## src/rtl/crc_stream_if.sv

```systemverilog
// Handshake bundle for crc_stream_engine: input beat stream plus CRC result.
// Optional CRC_STREAM_CHECK_EN adds the expected-CRC input and match output.
interface crc_stream_if #(
    parameter int DATA_W = 8,
    parameter int CRC_W  = 16
);
    logic              in_valid;
    logic              in_ready;
    logic [DATA_W-1:0] in_data;
    logic              in_last;
    logic              crc_valid;
    logic              crc_ready;
    logic [CRC_W-1:0]  crc_out;
    logic              busy;
`ifdef CRC_STREAM_CHECK_EN
    logic [CRC_W-1:0]  crc_expected;
    logic              crc_match;

    modport master (
        output in_valid, in_data, in_last, crc_ready, crc_expected,
        input  in_ready, crc_valid, crc_out, busy, crc_match
    );
    modport slave (
        input  in_valid, in_data, in_last, crc_ready, crc_expected,
        output in_ready, crc_valid, crc_out, busy, crc_match
    );
`else
    modport master (
        output in_valid, in_data, in_last, crc_ready,
        input  in_ready, crc_valid, crc_out, busy
    );
    modport slave (
        input  in_valid, in_data, in_last, crc_ready,
        output in_ready, crc_valid, crc_out, busy
    );
`endif
endinterface

```

## src/rtl/crc_stream_engine.sv

```systemverilog
// Streaming CRC engine: accepts DATA_W-bit beats, folds BITS_PER_CYC bits per
// clock, presents the finished frame CRC over a valid/ready handshake.
// Optional compare against an expected CRC: define CRC_STREAM_CHECK_EN.
module crc_stream_engine #(
    parameter int               CRC_W        = 16,
    parameter logic [CRC_W-1:0] POLY         = 16'h1021,
    parameter logic [CRC_W-1:0] INIT         = 16'h0000,
    parameter logic [CRC_W-1:0] XOR_OUT      = 16'h0000,
    parameter int               DATA_W       = 8,
    parameter int               BITS_PER_CYC = 8,
    parameter int               REFIN        = 0,
    parameter int               REFOUT       = 0
) (
    input  logic         clk,
    input  logic         rst,
    crc_stream_if.slave  bus
);
    localparam int N     = DATA_W / BITS_PER_CYC;
    localparam int CNT_W = (N > 1) ? $clog2(N) : 1;

    if (BITS_PER_CYC < 1 || (DATA_W % BITS_PER_CYC) != 0) begin : g_bad_cfg
        $error("crc_stream_engine: BITS_PER_CYC must divide DATA_W");
    end

    typedef enum logic [1:0] {IDLE, SHIFT, RESULT} state_t;

    state_t            state_q, state_d;
    logic [CRC_W-1:0]  crc_q, crc_d;
    logic [DATA_W-1:0] data_q, data_d;
    logic              last_q, last_d;
    logic [CNT_W-1:0]  cnt_q, cnt_d;
    logic [CRC_W-1:0]  crc_out_q, crc_out_d;
    logic              crc_valid_q, crc_valid_d;
    logic              busy_q, busy_d;
`ifdef CRC_STREAM_CHECK_EN
    logic [CRC_W-1:0]  exp_q, exp_d;
    logic              match_q, match_d;
`endif

    logic [CRC_W-1:0]  crc_next;
    logic [DATA_W-1:0] data_shift;
    logic [CRC_W-1:0]  crc_final;
    logic              fb;
    logic              b;

    function automatic logic [CRC_W-1:0] bitrev(input logic [CRC_W-1:0] v);
        logic [CRC_W-1:0] r;
        for (int i = 0; i < CRC_W; i++) r[i] = v[CRC_W-1-i];
        return r;
    endfunction

    // Unrolled fold of one chunk; the working beat is shifted so the next
    // chunk always sits at the same end of data_q.
    always_comb begin
        crc_next = crc_q;
        fb       = 1'b0;
        b        = 1'b0;
        for (int i = 0; i < BITS_PER_CYC; i++) begin
            b        = (REFIN != 0) ? data_q[i] : data_q[DATA_W-1-i];
            fb       = crc_next[CRC_W-1] ^ b;
            crc_next = (crc_next << 1) ^ (fb ? POLY : '0);
        end
        data_shift = (REFIN != 0) ? (data_q >> BITS_PER_CYC) : (data_q << BITS_PER_CYC);
        crc_final  = ((REFOUT != 0) ? bitrev(crc_next) : crc_next) ^ XOR_OUT;
    end

    // Next-state and registered-output logic for IDLE/SHIFT/RESULT.
    always_comb begin
        state_d     = state_q;
        crc_d       = crc_q;
        data_d      = data_q;
        last_d      = last_q;
        cnt_d       = cnt_q;
        crc_out_d   = crc_out_q;
        crc_valid_d = crc_valid_q;
        busy_d      = busy_q;
`ifdef CRC_STREAM_CHECK_EN
        exp_d       = exp_q;
        match_d     = match_q;
`endif
        case (state_q)
            IDLE: begin
                if (bus.in_valid) begin
                    data_d  = bus.in_data;
                    last_d  = bus.in_last;
                    busy_d  = 1'b1;
                    cnt_d   = '0;
                    state_d = SHIFT;
`ifdef CRC_STREAM_CHECK_EN
                    if (bus.in_last) exp_d = bus.crc_expected;
`endif
                end
            end
            SHIFT: begin
                crc_d  = crc_next;
                data_d = data_shift;
                cnt_d  = cnt_q + CNT_W'(1);
                if (cnt_q == CNT_W'(N - 1)) begin
                    if (last_q) begin
                        state_d     = RESULT;
                        crc_out_d   = crc_final;
                        crc_valid_d = 1'b1;
`ifdef CRC_STREAM_CHECK_EN
                        match_d     = (crc_final == exp_q);
`endif
                    end else begin
                        state_d = IDLE;
                    end
                end
            end
            RESULT: begin
                if (bus.crc_ready) begin
                    crc_valid_d = 1'b0;
                    busy_d      = 1'b0;
                    crc_d       = INIT;
                    state_d     = IDLE;
                end
            end
            default: state_d = IDLE;
        endcase
    end

    // State and datapath registers with synchronous reset.
    always_ff @(posedge clk) begin
        if (rst) begin
            state_q     <= IDLE;
            crc_q       <= INIT;
            data_q      <= '0;
            last_q      <= 1'b0;
            cnt_q       <= '0;
            crc_out_q   <= '0;
            crc_valid_q <= 1'b0;
            busy_q      <= 1'b0;
`ifdef CRC_STREAM_CHECK_EN
            exp_q       <= '0;
            match_q     <= 1'b0;
`endif
        end else begin
            state_q     <= state_d;
            crc_q       <= crc_d;
            data_q      <= data_d;
            last_q      <= last_d;
            cnt_q       <= cnt_d;
            crc_out_q   <= crc_out_d;
            crc_valid_q <= crc_valid_d;
            busy_q      <= busy_d;
`ifdef CRC_STREAM_CHECK_EN
            exp_q       <= exp_d;
            match_q     <= match_d;
`endif
        end
    end

    assign bus.in_ready  = (state_q == IDLE);
    assign bus.crc_valid = crc_valid_q;
    assign bus.crc_out   = crc_out_q;
    assign bus.busy      = busy_q;
`ifdef CRC_STREAM_CHECK_EN
    assign bus.crc_match = match_q;
`endif
endmodule

```

## src/flat_wrapper.sv

```systemverilog
// flat-port wrapper written by rule: the top's interface ports become plain ports
module crc_stream_engine_flat 
#(
    parameter int               CRC_W        = 16,
    parameter logic [CRC_W-1:0] POLY         = 16'h1021,
    parameter logic [CRC_W-1:0] INIT         = 16'h0000,
    parameter logic [CRC_W-1:0] XOR_OUT      = 16'h0000,
    parameter int               DATA_W       = 8,
    parameter int               BITS_PER_CYC = 8,
    parameter int               REFIN        = 0,
    parameter int               REFOUT       = 0
)
  (clk, rst, bus_in_valid, bus_in_data, bus_in_last, bus_crc_ready, bus_in_ready, bus_crc_valid, bus_crc_out, bus_busy);
  crc_stream_if #(.DATA_W(DATA_W), .CRC_W(CRC_W)) bus_i ();
  input  logic clk;
  input  logic rst;
  input wire logic [$bits(bus_i.in_valid)-1:0] bus_in_valid;
  input wire logic [$bits(bus_i.in_data)-1:0] bus_in_data;
  input wire logic [$bits(bus_i.in_last)-1:0] bus_in_last;
  input wire logic [$bits(bus_i.crc_ready)-1:0] bus_crc_ready;
  output wire logic [$bits(bus_i.in_ready)-1:0] bus_in_ready;
  output wire logic [$bits(bus_i.crc_valid)-1:0] bus_crc_valid;
  output wire logic [$bits(bus_i.crc_out)-1:0] bus_crc_out;
  output wire logic [$bits(bus_i.busy)-1:0] bus_busy;
  assign bus_i.in_valid = bus_in_valid;
  assign bus_i.in_data = bus_in_data;
  assign bus_i.in_last = bus_in_last;
  assign bus_i.crc_ready = bus_crc_ready;
  assign bus_in_ready = bus_i.in_ready;
  assign bus_crc_valid = bus_i.crc_valid;
  assign bus_crc_out = bus_i.crc_out;
  assign bus_busy = bus_i.busy;
  crc_stream_engine #(.CRC_W(CRC_W), .POLY(POLY), .INIT(INIT), .XOR_OUT(XOR_OUT), .DATA_W(DATA_W), .BITS_PER_CYC(BITS_PER_CYC), .REFIN(REFIN), .REFOUT(REFOUT)) u_core (.clk(clk), .rst(rst), .bus(bus_i));
endmodule
```

## config.mk

```make
export PLATFORM = sky130hd
export DESIGN_NAME = crc_stream_engine_flat
export DESIGN_NICKNAME = d
export VERILOG_FILES = /design/src/rtl/crc_stream_if.sv /design/src/rtl/crc_stream_engine.sv /design/src/flat_wrapper.sv
export SDC_FILE = /design/constraint.sdc
export NUM_CORES = 1
export LEC_CHECK = 0
export BUFFER_PORTS_ARGS = -buffer_cell sky130_fd_sc_hd__buf_2
export CAP_MARGIN = 15
export CORE_MARGIN = 3
export CORE_UTILIZATION = 45
export CTS_CLUSTER_SIZE = 24
export DETAILED_ROUTE_END_ITERATION = 6
export GPL_TIMING_DRIVEN = 0
export PLACE_DENSITY = 0.74
export SYNTH_ARGS = -nofsm -noshare
export SYNTH_HDL_FRONTEND = slang
export SYNTH_SLANG_ARGS = --single-unit
```

## constraint.sdc

```tcl
create_clock -name clk -period 1.5 [get_ports clk]
set_input_delay 0.3 -clock clk [delete_from_list [all_inputs] [get_ports clk]]
set_output_delay 0.3 -clock clk [all_outputs]
set_load 0.005 [all_outputs]
```

==> run summary, run 1 <==
DRC viols - 0
Crit. Startpoint - u_core.data_q[1]
Slew Limit Headroom - 0.6138
syn avg cell area - 10.56 sq um
status - finished, final reports clean
sequential share of power - 0.481
Comb power frac - 0.245
Core ar. - 4564 sq um
Clock Path Buffers - 2
power after layout - 2864 uW
vias in the first global route - 1653
TritonCTS clock tree - done
clk sink count - 46
CP Class - flip-flop to flip-flop
Synth cell types - 35
# setup viols final - 0
layout cells sized above 1 - 0.3475
DRT Pass-1 Iters - 4
final cycle utilization of the critical path - 0.9873
first-pass GRT wire length - 8.321 mm
die width - 76.19 um
Max Fclk - 675.2 MHz
drt total wl - 5.092 mm
most frequent cells in the layout - 32 x buf_2, 32 x dfxtp_1, 29 x nor2_1
CP peak stage delay - 0.48 ns
WP data required - 1.69 ns
Post-DRT Antenna Nets - 0
n_diodes - 0
DR vias/cell - 5.404
largest family of logic cells by synthesized area - compound AO/OA/AOI/OAI gates
Int Pwr - 2077 uW
num rows - 24
wire length per cell - 15.72 um
vias - 1751
All-Layer GR Usage - 0.1802
Switching Power - 786.4 uW
Pwr Density - 1026 nW/um^2
Final HPWL DP - 3.612 mm
reg-to-reg endpoint - u_core.bus.crc_out[6]
Slowest-stage cell, CP - xnor3_1
Critical Path End - u_core.bus.crc_out[6]
initial DRC count - 170
Synth Net Count - 223
Synth Flop Type - dfxtp_1
Die Ht - 76.19 um
I/O pin cnt - 32
ys async rst share - 0
VDD IR max - 598.9 uV
Fillers - 406
Layout area overhead - 25.85%
Startpoint Class - flip-flop
r2r startpoint - u_core.data_q[1]
Synth Area in Compound Gates - 0.1998
CTS buffer count - 5
Yosys warnings - 0
Clock transition at path regs - 0.08 ns
Reg area - 948.4 sq um
post-synthesis xor/xnor area fraction - 0.1902
max_cap viols - 0
Design Area, Final - 2790 sq um
post-synthesis mux area share - 0.02257
Post-Synth Simple-Gate Area - 0.1428
worst-skew pair later-pin latency - 0.30 ns
Sum Neg Setup Slack - 0 ns
Post-Synth Adder-Cell Area - 0
Post-synth EDFFs - 0
Seq/Total Area, Yosys - 0.4153
Core Util, Final - 0.6113
Worst R2R Setup Slack - 0.02 ns
post-layout minimum cycle time - 1.481 ns
Hold Crit Class - input pin to flip-flop
Placer Congestion - 0.8445
pins over their slew limit - 0
Root Driver - clkbuf_8
#FFs+latches synth - 46
fin nets - 271
pin count of the biggest net entering global routing - 14
Leak - 0.001141 uW
total gr overflow - 0
Sw Share - 0.2746
CP max FO - 3
RSZ-0062 raised after global routing - yes
H-tree levels - 2
Clock Power Share - 0.274
die area - 5805 sq um
Clock Skew - 0.008227 ns
Syn Std Cell Area - 2217 sq um
initial antenna violation count - 0
CTS hold repair buffers - 0
crit-path cells - xnor2_2, xnor3_1, o41a_1
Slew @ Worst Pin - 0.5782 ns
Final Hold Vio Count - 0
Hold WS - 0.2339 ns
Crit path arrival time - 1.67 ns
IO buf count - 31
Post-Synthesis Cells - 210
crit end category - flip-flop
total placed instance area - 2454 sq um
multi-input logic area - 1331 sq um
starting density of the core - 0.4857
r2r worst-path depth - 3
## per-layer routing
metal / track usage / share of wire
met1: 0.2485 / 0.46
met2: 0.2846 / 0.48
met3: 0.04492 / 0.047
met4: 0.04348 / 0.019
met5: 0 / 0
## cell families (layout without fill, tap and decap cells)
kind of cell | after synthesis | after routing
buffers and inverters | 15 | 64
DFF | 46 | 46
muxes | 5 | 5
AOI/OAI and AO/OA | 56 | 56
and+or+nand+nor | 64 | 64
xor gates and xnor gates | 24 | 24
## area by class of cell
class                   instances  share of cell area
multi-input cells             149              0.4771
flip-flops and latches         46              0.3399
repair buffers                 43             0.08924
clock buffers                   7             0.03094
plain buffers                  12             0.03049
well taps                      65             0.02915
clock inverters                 1            0.001794
inverters                       1            0.001345
## state kept, by name (all words and copies together), names as in the netlist
name	count
u_core.bus.busy	1
u_core.data_q	8
u_core.state_q	2
u_core.cnt_q	1
u_core.last_q	1
u_core.crc_q	16
u_core.bus.crc_out	16
u_core.bus.crc_valid	1
## worst max-delay path, delay by kind of cell (launching register included)
kind,cells,cell delay [ns]
xor+xnor,2,0.72
flops,1,0.34
compound gates,1,0.32
## power groups by stage
stage | sequential [uW] | clock [uW] | combinational [uW]
2_1_floorplan | 1370 | 0 | 457
3_3_place_gp | 1380 | 0 | 580
3_5_place_dp | 1390 | 0 | 587
4_1_cts | 1360 | 800 | 637
5_1_grt | 1390 | 869 | 750
6_report | 1380 | 784 | 701
## timing repair
item | 4_1_cts | 5_1_grt
buffers inserted | 7 | 6
gates cloned | 0 | 0
gates resized for setup | 13 | 34
endpoints found under the setup margin | 20 | 28
pin swaps | 4 | 9
## synth_stat cells (all sizes together) (2+ instances only)
library cell | number | area share
xnor2 | 12 | 0.064
o22ai | 5 | 0.014
a211oi | 7 | 0.026
a2111oi | 8 | 0.032
a22oi | 3 | 0.010
o41a | 3 | 0.015
xor3 | 4 | 0.045
o21bai | 2 | 0.0068
nand3b | 5 | 0.017
xnor3 | 8 | 0.081
nor2 | 29 | 0.049
a21oi | 7 | 0.016
a21o | 5 | 0.017
a21boi | 5 | 0.017
buf | 6 | 0.014
nor3b | 2 | 0.0068
nand2b | 14 | 0.040
o21ba | 3 | 0.014
nor2b | 3 | 0.0085
a22o | 3 | 0.012
nand2 | 9 | 0.015
dfxtp | 46 | 0.42
clkbuf | 8 | 0.014
mux2i | 5 | 0.023
o2bb2ai | 4 | 0.016
## worst min-delay path by stage
stage,startpoint,endpoint,cells after the start
after floorplan,bus_in_last,u_core.last_q,2
after detailed placement,u_core.bus.busy,u_core.bus.busy,2
after CTS,bus_in_last,u_core.last_q,3
after global placement,u_core.bus.busy,u_core.bus.busy,2
after global routing,bus_in_data[6],u_core.data_q[6],3
final,bus_in_last,u_core.last_q,3
## per-stage QoR
step / std cells / setup slack [ns]
floorplan: 210 / 0.02913
global placement: 306 / -0.1042
detailed placement: 306 / -0.1095
CTS: 321 / 0.004296
global route: 324 / -0.01002
finish: 324 / 0.01904
No activity file was read; power rests on OpenSTA's default activity.
==> inputs of run 2 (changes only) <==
--- a/config.mk
+++ b/config.mk
@@ -13,6 +13,7 @@
 export DETAILED_ROUTE_END_ITERATION = 6
 export GPL_TIMING_DRIVEN = 0
 export PLACE_DENSITY = 0.74
+export SETUP_SLACK_MARGIN = 0.02
 export SYNTH_ARGS = -nofsm -noshare
 export SYNTH_HDL_FRONTEND = slang
 export SYNTH_SLANG_ARGS = --single-unit
==> run 2 against run 1 <==
Sequential power about the same. Via count decreased by 0.69%. Critical path depth unchanged. Final area increased by 0.90%. Non-clock buffer count unchanged. Largest cell class unchanged. Largest power group unchanged.
==> run summary, run 2 (synthesized netlist as in run 1, its figures left out) <==
H-tree levels - 2 (unchanged)
Core ar. - 4564 sq um (unchanged)
Slew @ Worst Pin - 0.5425 ns (was 0.5782 ns)
n_diodes - 0 (unchanged)
Placer Congestion - 0.8445 (unchanged)
total gr overflow - 0 (unchanged)
CP Class - flip-flop to flip-flop (unchanged)
Reg area - 948.4 sq um (unchanged)
Slew Limit Headroom - 0.6377 (was 0.6138)
Clock Path Buffers - 2 (unchanged)
Root Driver - clkbuf_8 (unchanged)
vias in the first global route - 1659 (was 1653)
drt total wl - 5.179 mm (was 5.092 mm)
Clock transition at path regs - 0.08 ns (about the same)
pin count of the biggest net entering global routing - 14 (unchanged)
Worst R2R Setup Slack - 0.02 ns (about the same)
pins over their slew limit - 0 (unchanged)
r2r startpoint - u_core.data_q[1] (unchanged)
CTS buffer count - 5 (unchanged)
Clock Skew - 0.007792 ns (was 0.008227 ns)
die area - 5805 sq um (unchanged)
Worst Hold Path EP - u_core.last_q (unchanged)
TritonCTS clock tree - done (unchanged)
Core Util, Final - 0.6168 (was 0.6113)
Final Hold Vio Count - 0 (unchanged)
IO buf count - 31 (unchanged)
r2r worst-path depth - 3 (unchanged)
Layout area overhead - 26.98% (was 25.85%)
All-Layer GR Usage - 0.1807 (was 0.1802)
hold path cells - 3 (unchanged)
multi-input logic area - 1349 sq um (was 1331 sq um)
die width - 76.19 um (unchanged)
Startpoint Class - flip-flop (unchanged)
starting density of the core - 0.4857 (unchanged)
Hold Crit Class - input pin to flip-flop (unchanged)
Leak - 0.001150 uW (was 0.001141 uW)
Max Fclk - 676.2 MHz (was 675.2 MHz)
DRC viols - 0 (unchanged)
Post-DRT Antenna Nets - 0 (unchanged)
RSZ-0062 raised after global routing - yes (unchanged)
VDD IR max - 603.6 uV (was 598.9 uV)
crit end category - flip-flop (unchanged)
total placed instance area - 2454 sq um (unchanged)
wire length per cell - 15.98 um (was 15.72 um)
worst-skew pair later-pin latency - 0.30 ns (about the same)
worst hold path startpoint - bus_in_last (unchanged)
Die Ht - 76.19 um (unchanged)
most frequent cells in the layout - 32 x buf_2, 32 x dfxtp_1, 28 x nor2_1 (was 32 x buf_2, 32 x dfxtp_1, 29 x nor2_1)
status - finished, final reports clean (unchanged)
# setup viols final - 0 (unchanged)
DR vias/cell - 5.367 (was 5.404)
CP max FO - 3 (unchanged)
reg-to-reg endpoint - u_core.bus.crc_out[6] (unchanged)
I/O pin cnt - 32 (unchanged)
DRT Pass-1 Iters - 4 (unchanged)
layout cells sized above 1 - 0.3591 (was 0.3475)
Hold WS - 0.2338 ns (was 0.2339 ns)
CTS hold repair buffers - 0 (unchanged)
clk sink count - 46 (unchanged)
initial antenna violation count - 0 (unchanged)
Final HPWL DP - 3.612 mm (unchanged)
fin nets - 271 (unchanged)
vias - 1739 (was 1751)
Design Area, Final - 2815 sq um (was 2790 sq um)
num rows - 24 (unchanged)
initial DRC count - 124 (was 170)
Crit path arrival time - 1.67 ns (about the same)
Fillers - 397 (was 406)
WP data required - 1.69 ns (about the same)
post-layout minimum cycle time - 1.479 ns (was 1.481 ns)
max_cap viols - 0 (unchanged)
first-pass GRT wire length - 8.349 mm (was 8.321 mm)
Pwr Density - 1020 nW/um^2 (was 1026 nW/um^2)
power after layout - 2872 uW (was 2864 uW)
final cycle utilization of the critical path - 0.9859 (was 0.9873)
run 2: cell counts in the layout (fill, tap and decap cells not counted):
Identical to the previous run, type by type.
run 2: worst max-delay path by stage:
| stage | depth (start not counted) | slack, ns | startpoint | endpoint |
|---|---|---|---|---|
| finish | 3 | 0.02 | u_core.data_q[1] | u_core.bus.crc_out[6] |
| global route | 3 | -0.01 | u_core.data_q[1] | u_core.bus.crc_out[6] |
| CTS | 3 | 0.02 | u_core.crc_q[15] | u_core.bus.crc_out[7] |
| detailed placement | 3 | -0.11 | u_core.data_q[5] | u_core.bus.crc_out[5] |
| global placement | 3 | -0.10 | u_core.data_q[5] | u_core.bus.crc_out[5] |
| floorplan | 3 | 0.03 | u_core.data_q[5] | u_core.bus.crc_out[5] |
run 2: timing repair:
item                                    in CTS  in global routing
resized for setup                           16                 41
pin swaps                                    4                  9
buffers inserted                             7                  5
endpoints found under the setup margin      22                 33
endpoints found under the hold margin        0                  0
run 2: layout make-up:
cell class / instances / area share
plain buffers: 13 / 0.03556
clock buffers: 7 / 0.03067
clock inverters: 1 / 0.001778
inverters: 1 / 0.001333
multi-input cells: 149 / 0.4791
flip-flops and latches: 46 / 0.3369
well taps: 65 / 0.02889
repair buffers: 42 / 0.08578
run 2: power by group:
part | switching, uW | total [uW] | internal [uW]
Clock | 413 | 786 | 372
Sequential | 86.6 | 1380 | 1290
Combinational | 289 | 708 | 419
run 2: stage by stage:
| stage | worst slack, ns | cells | TNS (ns) |
|---|---|---|---|
| after global placement | -0.1042 | 306 | -0.5614 |
| final | 0.02118 | 324 | 0 |
| after CTS | 0.02400 | 321 | 0 |
| after global routing | -0.01036 | 324 | -0.02421 |
| after floorplan | 0.02913 | 210 | 0 |
| after detailed placement | -0.1095 | 306 | -0.9510 |
run 2: routing by layer:
layer / vias up / GRT usage / routed length, um
met4: 0 / 0.04348 / 97
met3: 9 / 0.04492 / 210
met2: 40 / 0.2863 / 2491
met5: - / 0 / 0
met1: 839 / 0.2485 / 2380
li1: 851 / - / -
run 2: worst max-delay path, cell delays in order, from the launching register on:
cell	delay, ns
dfxtp_2	0.34
xnor2_2	0.24
xnor3_1	0.47
o41a_1	0.32
==> inputs of run 3 (changes only) <==
--- a/config.mk
+++ b/config.mk
@@ -5,14 +5,14 @@
 export SDC_FILE = /design/constraint.sdc
 export NUM_CORES = 1
 export LEC_CHECK = 0
-export BUFFER_PORTS_ARGS = -buffer_cell sky130_fd_sc_hd__buf_2
 export CAP_MARGIN = 15
-export CORE_MARGIN = 3
+export CORE_MARGIN = 2
 export CORE_UTILIZATION = 45
 export CTS_CLUSTER_SIZE = 24
 export DETAILED_ROUTE_END_ITERATION = 6
+export DONT_BUFFER_PORTS = 1
 export GPL_TIMING_DRIVEN = 0
-export PLACE_DENSITY = 0.74
+export PLACE_DENSITY = 0.68
 export SETUP_SLACK_MARGIN = 0.02
 export SYNTH_ARGS = -nofsm -noshare
 export SYNTH_HDL_FRONTEND = slang
==> run 3 against run 2 <==
Final cell count fell by 10%. Global-route usage rose by 1.2 points. Die area fell by 5.2%. Highest routed layer unchanged. Critical endpoint is now u_core.bus.crc_out[7]. Critical path depth did not move. Largest power group unchanged. Combinational power fell by 12%.
==> run summary, run 3 (synthesized netlist as in run 1, its figures left out) <==
Worst R2R Setup Slack - 0.03 ns (was 0.02 ns)
initial DRC count - 52 (was 124)
All-Layer GR Usage - 0.1931 (was 0.1807)
initial antenna violation count - 0 (unchanged)
Clock Power Share - 0.280 (was 0.273)
starting density of the core - 0.4694 (was 0.4857)
DR vias/cell - 5.426 (was 5.367)
H-tree levels - 2 (unchanged)
Clock Path Buffers - 2 (unchanged)
Sw Share - 0.2684 (was 0.2747)
Root Driver - clkbuf_8 (unchanged)
r2r startpoint - u_core.crc_q[10] (was u_core.data_q[1])
max_cap viols - 0 (unchanged)
Worst Hold Path EP - u_core.data_q[6] (was u_core.last_q)
fin nets - 236 (was 271)
IO buf count - 0 (was 31)
status - finished, final reports clean (unchanged)
wire length per cell - 16.29 um (was 15.98 um)
CP Class - flip-flop to flip-flop (unchanged)
Comb power frac - 0.223 (was 0.247)
reg-to-reg endpoint - u_core.bus.crc_out[7] (was u_core.bus.crc_out[6])
Die Ht - 74.19 um (was 76.19 um)
pin count of the biggest net entering global routing - 14 (unchanged)
Slew Limit Headroom - 0.6317 (was 0.6377)
commonest non-fill, non-tap cell in the layout - dfxtp_1
hold path cells - 2 (was 3)
final cycle utilization of the critical path - 0.9803 (was 0.9859)
Hold WS - 0.1548 ns (was 0.2338 ns)
GR met3 Demand/Resource - 0.04201 (was 0.04492)
GRT Max-Usage Layer - met2 (unchanged)
post-layout minimum cycle time - 1.470 ns (was 1.479 ns)
Placed Cells - 277 (was 306)
Fillers - 426 (was 397)
Slowest-stage cell, CP - dfxtp_1 (was xnor3_1)
Max Fclk - 680.1 MHz (was 676.2 MHz)
n_diodes - 0 (unchanged)
met1 Use GR - 0.2762 (was 0.2485)
TritonCTS clock tree - done (unchanged)
Final Hold Vio Count - 0 (unchanged)
Switching Power - 744.1 uW (was 789.1 uW)
I/O pin cnt - 32 (unchanged)
Hold Crit Class - input pin to flip-flop (unchanged)
crit end category - flip-flop (unchanged)
CTS buffer count - 5 (unchanged)
Pwr Density - 1083 nW/um^2 (was 1020 nW/um^2)
RSZ-0062 raised after global routing - yes (unchanged)
met2 Use GR - 0.2937 (was 0.2863)
die area - 5504 sq um (was 5805 sq um)
Non-Filler Instances - 291 (was 324)
die width - 74.19 um (was 76.19 um)
Crit path arrival time - 1.65 ns (was 1.67 ns)
worst-skew pair later-pin latency - 0.30 ns (about the same)
Slew @ Worst Pin - 0.5525 ns (was 0.5425 ns)
CP peak stage delay - 0.38 ns (was 0.47 ns)
vias - 1579 (was 1739)
first-pass GRT wire length - 7.928 mm (was 8.349 mm)
total placed instance area - 2301 sq um (was 2454 sq um)
Sum Neg Setup Slack - 0 ns (unchanged)
# setup viols final - 0 (unchanged)
Final HPWL DP - 3.462 mm (was 3.612 mm)
Int Pwr - 2028 uW (was 2083 uW)
Placer Congestion - 0.7874 (was 0.8445)
worst hold path startpoint - bus_in_data[6] (was bus_in_last)
most frequent cells in the layout - 35 x dfxtp_1, 28 x nor2_1, 12 x nand2b_1 (was 32 x buf_2, 32 x dfxtp_1, 28 x nor2_1)
Clock transition at path regs - 0.08 ns (about the same)
DRC viols - 0 (unchanged)
r2r worst-path depth - 3 (unchanged)
Layout area overhead - 15.46% (was 26.98%)
total gr overflow - 0 (unchanged)
Design Area, Final - 2560 sq um (was 2815 sq um)
drt total wl - 4.740 mm (was 5.179 mm)
Crit. Startpoint - u_core.crc_q[10] (was u_core.data_q[1])
CP max FO - 3 (unchanged)
sequential share of power - 0.496 (was 0.480)
Startpoint Class - flip-flop (unchanged)
WP data required - 1.68 ns (was 1.69 ns)
vias in the first global route - 1531 (was 1659)
Clock Skew - 0.009221 ns (was 0.007792 ns)
VDD IR max - 858.3 uV (was 603.6 uV)
crit-path cells - xnor2_4, xnor3_1, o41a_1 (was xnor2_2, xnor3_1, o41a_1)
Core ar. - 4723 sq um (was 4564 sq um)
pins over their slew limit - 0 (unchanged)
num rows - 25 (was 24)
clk sink count - 46 (unchanged)
DRT Pass-1 Iters - 4 (unchanged)
Post-DRT Antenna Nets - 0 (unchanged)
Leak - 0.0009709 uW (was 0.001150 uW)
layout cells sized above 1 - 0.2321 (was 0.3591)
Core Util, Final - 0.5420 (was 0.6168)
[run 3: cell count changes in the layout (fill, tap and decap cells not counted), sizes merged]
cell    before  now
buf         49   15
clkbuf      13   12
[run 3: routing by layer]
layer / part of all wire / vias up
met2: 0.46 / 32
met4: 0.014 / 0
li1: - / 778
met1: 0.47 / 763
met3: 0.049 / 6
met5: 0 / -
[run 3: cell type report]
class	count	area, sq um	area share
Multi-Input combinational cell	149	1313	0.5127
Sequential cell	46	934.6	0.3651
Clock buffer	7	86.33	0.03372
Tap cell	67	83.83	0.03275
Buffer	13	81.33	0.03177
Timing Repair Buffer	7	52.55	0.02053
Clock inverter	1	5.005	0.001955
Inverter	1	3.754	0.001466
[run 3: worst max-delay path, delay by kind of cell, from the launching register on]
| family | cells | cell delay [ns] |
|---|---|---|
| flip-flops | 1 | 0.38 |
| AO/OA/AOI/OAI | 1 | 0.32 |
| XOR/XNOR | 2 | 0.65 |
[run 3: repair_timing]
| action | 4_1_cts | 5_1_grt |
|---|---|---|
| pin swaps | 8 | 4 |
| setup endpoints to repair | 22 | 36 |
| resized for setup | 16 | 25 |
| hold buffers | 0 | 0 |
| setup buffers | 7 | 0 |
[run 3: per-stage QoR]
step           setup WS, ns  power, uW
4_1_cts            0.001415       2769
5_1_grt            -0.01058       2891
3_5_place_dp        -0.1125       1942
2_1_floorplan       0.02913       1828
6_report            0.02961       2772
3_3_place_gp        -0.1155       1937
[run 3: how the worst max path moves through the flow]
stage,to,slack [ns],cells past startpoint
after floorplan,u_core.bus.crc_out[5],0.03,3
after global placement,u_core.bus.crc_out[5],-0.12,3
after detailed placement,u_core.bus.crc_out[5],-0.11,3
after CTS,bus_in_ready,0.001,3
after global routing,u_core.crc_q[14],-0.01,5
final,u_core.bus.crc_out[7],0.03,3
[run 3: power by group through the flow]
stage | clock, uW | sequential (uW) | combinational, uW
2_1_floorplan | 0 | 1370 | 457
3_3_place_gp | 0 | 1390 | 550
3_5_place_dp | 0 | 1390 | 553
4_1_cts | 793 | 1370 | 606
5_1_grt | 836 | 1390 | 669
6_report | 777 | 1380 | 620
